`src/rtl/fft_frame_gen_if.sv`:
```
// Sample stream between the frame generator and an FFT core.
// valid/ready: a sample transfers on a rising edge where valid & ready are both 1; while valid=1 and
// ready=0 the master holds data_real, data_img, start and over unchanged, and valid never depends on ready.
interface fft_frame_gen_if #(
  parameter int WIDTH = 32
);
  logic             valid;
  logic             ready;
  logic             start;
  logic             over;
  logic [WIDTH-1:0] data_real;
  logic [WIDTH-1:0] data_img;

  modport master (
    output valid, start, over, data_real, data_img,
    input  ready
  );

  modport slave (
    input  valid, start, over, data_real, data_img,
    output ready
  );
endinterface

```
`src/rtl/fft_frame_gen.sv`:
```
// Frame source for the FFT cores: 2^LAYER-point complex frames with start/over framing,
// programmable frame count, inter-frame gap and four test patterns.
module fft_frame_gen #(
  parameter int WIDTH = 32,
  parameter int LAYER = 5,
  parameter int GAP   = 2
) (
  input  logic        clk,
  input  logic        rst,
  input  logic        en,
  input  logic [1:0]  mode,
  input  logic [7:0]  frames,
  output logic        busy,
  output logic        done,
  output logic [1:0]  state_dbg,
  fft_frame_gen_if.master m
);

  // state_dbg carries this encoding directly (IDLE reads as 0).
  typedef enum logic [1:0] {
    S_IDLE = 2'd0,
    S_RUN  = 2'd1,
    S_GAP  = 2'd2,
    S_DONE = 2'd3
  } state_t;

  localparam logic [LAYER-1:0] KMAX     = '1;
  localparam int               GW       = (GAP > 1) ? $clog2(GAP) : 1;
  localparam logic [GW-1:0]    GAP_LOAD = GW'((GAP > 0) ? GAP - 1 : 0);

  state_t           state_q, state_n;
  logic [LAYER-1:0] k_q, k_n;
  logic [7:0]       cnt_q, cnt_n, cnt_inc;
  logic [GW-1:0]    gap_q, gap_n;
  logic [1:0]       mode_q, mode_n;
  logic [7:0]       frames_q, frames_n;
  logic             run_n;

  function automatic logic [2*WIDTH-1:0] pattern(input logic [1:0] md, input logic [LAYER-1:0] k);
    logic [WIDTH-1:0] re;
    logic [WIDTH-1:0] im;
    re = '0;
    im = '0;
    case (md)
      2'd0: begin
        re = WIDTH'(k);
        im = WIDTH'(KMAX - k);
      end
      2'd1:    re = (k == '0) ? WIDTH'(1) : '0;
      2'd2:    re = WIDTH'(1);
      default: re = k[0] ? '1 : WIDTH'(1);
    endcase
    return {re, im};
  endfunction

  always_comb begin
    state_n  = state_q;
    k_n      = k_q;
    cnt_n    = cnt_q;
    gap_n    = gap_q;
    mode_n   = mode_q;
    frames_n = frames_q;
    cnt_inc  = cnt_q + 8'd1;
    case (state_q)
      S_IDLE: begin
        if (en) begin
          state_n  = S_RUN;
          mode_n   = mode;
          frames_n = frames;
          k_n      = '0;
          cnt_n    = '0;
        end
      end
      S_RUN: begin
        if (m.ready) begin
          if (k_q != KMAX) begin
            k_n = k_q + 1'b1;
          end else begin
            // En is only consulted at a frame boundary, so a frame always completes.
            k_n   = '0;
            cnt_n = cnt_inc;
            if ((frames_q != 8'd0) && (cnt_inc == frames_q)) begin
              state_n = S_DONE;
            end else if (!en) begin
              state_n = S_DONE;
            end else if (GAP > 0) begin
              state_n = S_GAP;
              gap_n   = GAP_LOAD;
            end
          end
        end
      end
      S_GAP: begin
        if (!en) begin
          state_n = S_DONE;
        end else if (gap_q == '0) begin
          state_n = S_RUN;
        end else begin
          gap_n = gap_q - 1'b1;
        end
      end
      default: state_n = S_IDLE;
    endcase
    run_n = (state_n == S_RUN);
  end

  // Outputs are registered from the next-state values, so they line up with state_q.
  always_ff @(posedge clk) begin
    if (!rst) begin
      state_q     <= S_IDLE;
      k_q         <= '0;
      cnt_q       <= '0;
      gap_q       <= '0;
      mode_q      <= '0;
      frames_q    <= '0;
      m.valid     <= 1'b0;
      m.start     <= 1'b0;
      m.over      <= 1'b0;
      m.data_real <= '0;
      m.data_img  <= '0;
      busy        <= 1'b0;
      done        <= 1'b0;
    end else begin
      state_q     <= state_n;
      k_q         <= k_n;
      cnt_q       <= cnt_n;
      gap_q       <= gap_n;
      mode_q      <= mode_n;
      frames_q    <= frames_n;
      m.valid     <= run_n;
      m.start     <= run_n && (k_n == '0);
      m.over      <= run_n && (k_n == KMAX);
      {m.data_real, m.data_img} <= run_n ? pattern(mode_n, k_n) : '0;
      busy        <= (state_n == S_RUN) || (state_n == S_GAP);
      done        <= (state_n == S_DONE);
    end
  end

  assign state_dbg = state_q;

endmodule

```
`src/flat_wrapper.sv`:
```
// flat-port wrapper written by rule: the top's interface ports become plain ports
module fft_frame_gen_flat 
#(
  parameter int WIDTH = 32,
  parameter int LAYER = 5,
  parameter int GAP   = 2
)
  (clk, rst, en, mode, frames, busy, done, state_dbg, m_valid, m_start, m_over, m_data_real, m_data_img, m_ready);
  fft_frame_gen_if #(.WIDTH(WIDTH)) m_i ();
  input  logic clk;
  input  logic rst;
  input  logic en;
  input  logic [1:0] mode;
  input  logic [7:0] frames;
  output logic busy;
  output logic done;
  output logic [1:0] state_dbg;
  output wire logic [$bits(m_i.valid)-1:0] m_valid;
  output wire logic [$bits(m_i.start)-1:0] m_start;
  output wire logic [$bits(m_i.over)-1:0] m_over;
  output wire logic [$bits(m_i.data_real)-1:0] m_data_real;
  output wire logic [$bits(m_i.data_img)-1:0] m_data_img;
  input wire logic [$bits(m_i.ready)-1:0] m_ready;
  assign m_valid = m_i.valid;
  assign m_start = m_i.start;
  assign m_over = m_i.over;
  assign m_data_real = m_i.data_real;
  assign m_data_img = m_i.data_img;
  assign m_i.ready = m_ready;
  fft_frame_gen #(.WIDTH(WIDTH), .LAYER(LAYER), .GAP(GAP)) u_core (.clk(clk), .rst(rst), .en(en), .mode(mode), .frames(frames), .busy(busy), .done(done), .state_dbg(state_dbg), .m(m_i));
endmodule
```
`config.mk`:
```
export PLATFORM = sky130hd
export DESIGN_NAME = fft_frame_gen_flat
export DESIGN_NICKNAME = d
export VERILOG_FILES = /design/src/rtl/fft_frame_gen_if.sv /design/src/rtl/fft_frame_gen.sv /design/src/flat_wrapper.sv
export SDC_FILE = /design/constraint.sdc
export NUM_CORES = 1
export LEC_CHECK = 0
export ABC_AREA = 1
export CORE_MARGIN = 2
export CORE_UTILIZATION = 40
export CTS_CLUSTER_DIAMETER = 120
export DETAILED_ROUTE_END_ITERATION = 8
export PLACE_DENSITY = 0.76
export SLEW_MARGIN = 15
export SYNTH_ARGS = -nofsm -noshare
export SYNTH_HDL_FRONTEND = slang
export SYNTH_SLANG_ARGS = --single-unit
export TNS_END_PERCENT = 30
```
`constraint.sdc`:
```
create_clock -name clk -period 2.5 [get_ports clk]
set_clock_uncertainty 0.2 [all_clocks]
set_input_delay 0.25 -clock clk [delete_from_list [all_inputs] [get_ports clk]]
set_output_delay 0.25 -clock clk [all_outputs]
set_load 0.02 [all_outputs]
```
==> results.yml <==
cells_and_area:
  drive_gt1_frac: 0.134
  seqCellArea_um2: 850
  antennaDiodeCount: 0
  final_cell_mix: "nand2_1, clkdlybuf4s50_1, dfxtp_1"
  synthToLayoutAreaGrowth_pct: 26.1
  stdcell_area_um2: 2940
  final_common_cell: "nand2_1"
  finalNetCount: 385
  instances_no_fill: 439
  final_core_util: 0.527
  n_fill_cell: 525
  multiInputGateArea_um2: 1080
run:
  max-cap-violations: 0
worst_setup_path:
  critPathRequiredTime_ns: 2.50
  cpPeakStageDelay_ns: 0.37
  crit_type: "reg2reg"
  r2r_setup_slack_ns: 0.18
  crit_chain: "ha_1, nand2_1, nor2_1, ha_1, nand2_1, inv_1, nand2_1, a221oi_2, nand2_2, ha_2, nand2_2, inv_4, nand3_4, o21ai_1"
  r2r-start: "u_core.k_q[0]"
  slowest_stage: "dfxtp_2"
  crit_family: "simple AND/OR/NAND/NOR gates"
  worstPathMaxFanout: 5
  critPathArrivalTime_ns: 2.32
  worst_setup_path_start_kind: "flip-flop"
  critPathBufInv: 2
  worstRegToRegCells: 14
  crit_path_end_kind: "flip-flop"
  r2r-end: "u_core.m.data_real[3]"
  crit_top_cell: "nand2_1"
synthesis:
  synth_area_um2: 2330
  ys_types: 36
  synth_edf_count: 0
  ys_ff_latch: 42
  yosys_warnings: 0
  syn_area_per_cell_um2: 7.21
  netlist_instances: 323
  ys_seq_area_frac: 0.361
  synthFlopType: "dfxtp_1"
  async_flop_share: 0
placed_design:
  hpwl_um: 3540
  place_area_um2: 2740
  io_buffers: 57
  dp_cells: 429
  globalplace.congestion: 0.886
  dp_slack_ns: 0.0144
grt:
  antenna_found_initial: 0
  overflow: 0
  grt_pass1_wl_um: 7750
  track_usage: 0.154
  grt_pass1_vias: 1784
  grt_max_degree: 28
detailed_routing:
  wire_per_inst_um: 11.1
  vias_per_cell: 4.62
  drtIter0Drc: 106
  firstDrtPassIters: 4
  drt-total-wl_um: 4860
  ant_nets: 0
  route.vias.total: 2030
  route.detailed.drc: 0
timing:
  post-route-period-util: 0.929
  setup-tns-final_ns: 0
  timing.final.ws_setup_ns: 0.177
  final-setup-viol-count: 0
  tightest_slew_ns: 0.722
  max_freq_mhz: 431
  final_hold_viol_count: 0
  slew_violations: 0
  fin_crit_ns: 2.32
  slew_headroom: 0.505
pwr:
  p_switching_uw: 422
  p_leak_uw: 0.00123
  ir_drop_uv: 419
  p_seq_frac: 0.469
  powerDensity_nw_per_um2: 518
  clkPwrFrac: 0.353
  switching_share: 0.278
  combPwrFrac: 0.178
  power.internal_uw: 1100
clocking:
  numCtsBuffers: 5
  cts_tree: "yes"
  cts_root_buf: "clkbuf_8"
  htreeDepth: 2
  clkSinkCount: 42
  clkLatencyLatePin_ns: 0.30
  clockBufferDepth: 2
  clk_pin_slew_worst_paths_ns: 0.08
floorplan:
  fp-row-count: 27
  start_util: 0.418
  die_h_um: 80.3
  io_pins: 85
  die_area_um2: 6450
  die_x_um: 80.3
  coreArea_um2: 5570
run_status:
  status: "finished, final reports clean"
hold_path:
  min_path_type: "reg2reg"
  hold_start: "u_core.frames_q[0]"
  hold-path-endpoint: "u_core.frames_q[0]"
  worstHoldPathCells: 2
## worst max path at each step
stage                         start                    end  slack, ns  cells past startpoint
CTS                 u_core.cnt_q[1]  u_core.m.data_real[2]      0.006                     14
global placement      u_core.k_q[0]  u_core.m.data_real[2]       0.06                     14
global route        u_core.cnt_q[0]  u_core.m.data_real[3]     -0.004                     14
detailed placement  u_core.cnt_q[0]  u_core.m.data_real[4]       0.01                     14
finish                u_core.k_q[0]  u_core.m.data_real[3]       0.18                     14
floorplan             u_core.k_q[0]  u_core.m.data_real[2]       0.19                     15
## sequential cells by signal, summed over array words and instances, names as in the netlist
register,count
u_core.busy,1
u_core.cnt_q,8
u_core.done,1
u_core.frames_q,8
u_core.gap_q,1
u_core.k_q,5
u_core.m.data_img,5
u_core.m.data_real,6
u_core.m.over,1
u_core.m.start,1
u_core.m.valid,1
u_core.mode_q,2
u_core.state_dbg,2
## routing by layer
metal | part of all wire | wire length (µm) | GRT usage | vias up
met5 | 0 | 0 | 0 | -
met3 | 0.063 | 304 | 0.0371 | 11
met1 | 0.45 | 2180 | 0.188 | 916
met4 | 0.025 | 121 | 0.0746 | 0
met2 | 0.46 | 2250 | 0.254 | 79
li1 | - | - | - | 1024
## layout make-up
| class | count | share of cell area |
|---|---|---|
| clock buffer | 6 | 0.0247 |
| inverter | 39 | 0.0516 |
| clock inverter | 2 | 0.0128 |
| timing repair buffer | 68 | 0.222 |
| sequential | 42 | 0.289 |
| multi-input combinational | 210 | 0.369 |
| tap | 72 | 0.0307 |
## kinds of logic after synthesis
logic type | Yosys count | synth area share
simple gates | 134 | 0.258
other cells | 1 | 0.00161
fa+ha+maj | 5 | 0.0269
mux | 1 | 0.00430
flops | 42 | 0.361
compound gates | 40 | 0.0951
xor+xnor | 2 | 0.00752
buf+inv | 98 | 0.246
## repair_timing
action,in CTS,in global routing
setup buffers,0,1
endpoints found under the setup margin,0,13
hold buffers,0,0
gates resized for setup,0,21
## cell usage after synthesis (2+ instances only)
| library cell | n | share of area |
|---|---|---|
| dfxtp_1 | 42 | 0.36 |
| buf_4 | 53 | 0.17 |
| nor3_1 | 2 | 0.0043 |
| o21ai_0 | 10 | 0.021 |
| ha_1 | 5 | 0.027 |
| buf_2 | 2 | 0.0043 |
| o21ai_1 | 8 | 0.017 |
| inv_1 | 34 | 0.055 |
| inv_2 | 3 | 0.0048 |
| nor2_2 | 2 | 0.0054 |
| nand2_2 | 2 | 0.0054 |
| nand3_1 | 21 | 0.045 |
| nand4_1 | 4 | 0.011 |
| clkbuf_1 | 3 | 0.0048 |
| or2_1 | 2 | 0.0054 |
| nor2_1 | 32 | 0.052 |
| a21oi_1 | 17 | 0.037 |
| nand2_1 | 60 | 0.097 |
| nand3_2 | 3 | 0.013 |
| nand3b_1 | 2 | 0.0064 |
## power by group through the flow
stage / sequential [µW] / combinational [µW] / clock [µW]
6_report: 714 / 271 / 536
5_1_grt: 718 / 298 / 576
4_1_cts: 714 / 252 / 548
3_5_place_dp: 729 / 251 / 0
3_3_place_gp: 729 / 248 / 0
2_1_floorplan: 746 / 175 / 0
## tightest hold or removal path: cells and delay by family, from the launching register on
kind,cells,cell delay [ns]
AO/OA/AOI/OAI,1,0.05
buffers and inverters,1,0.07
flip-flops,1,0.32
## metrics by stage
| step | total power, µW | hold WS, ns |
|---|---|---|
| 2_1_floorplan | 921 | 0.212 |
| 3_3_place_gp | 977 | 0.264 |
| 3_5_place_dp | 980 | 0.272 |
| 4_1_cts | 1510 | 0.284 |
| 5_1_grt | 1590 | 0.308 |
| 6_report | 1520 | 0.281 |
(Power assumes the default switching activity.)
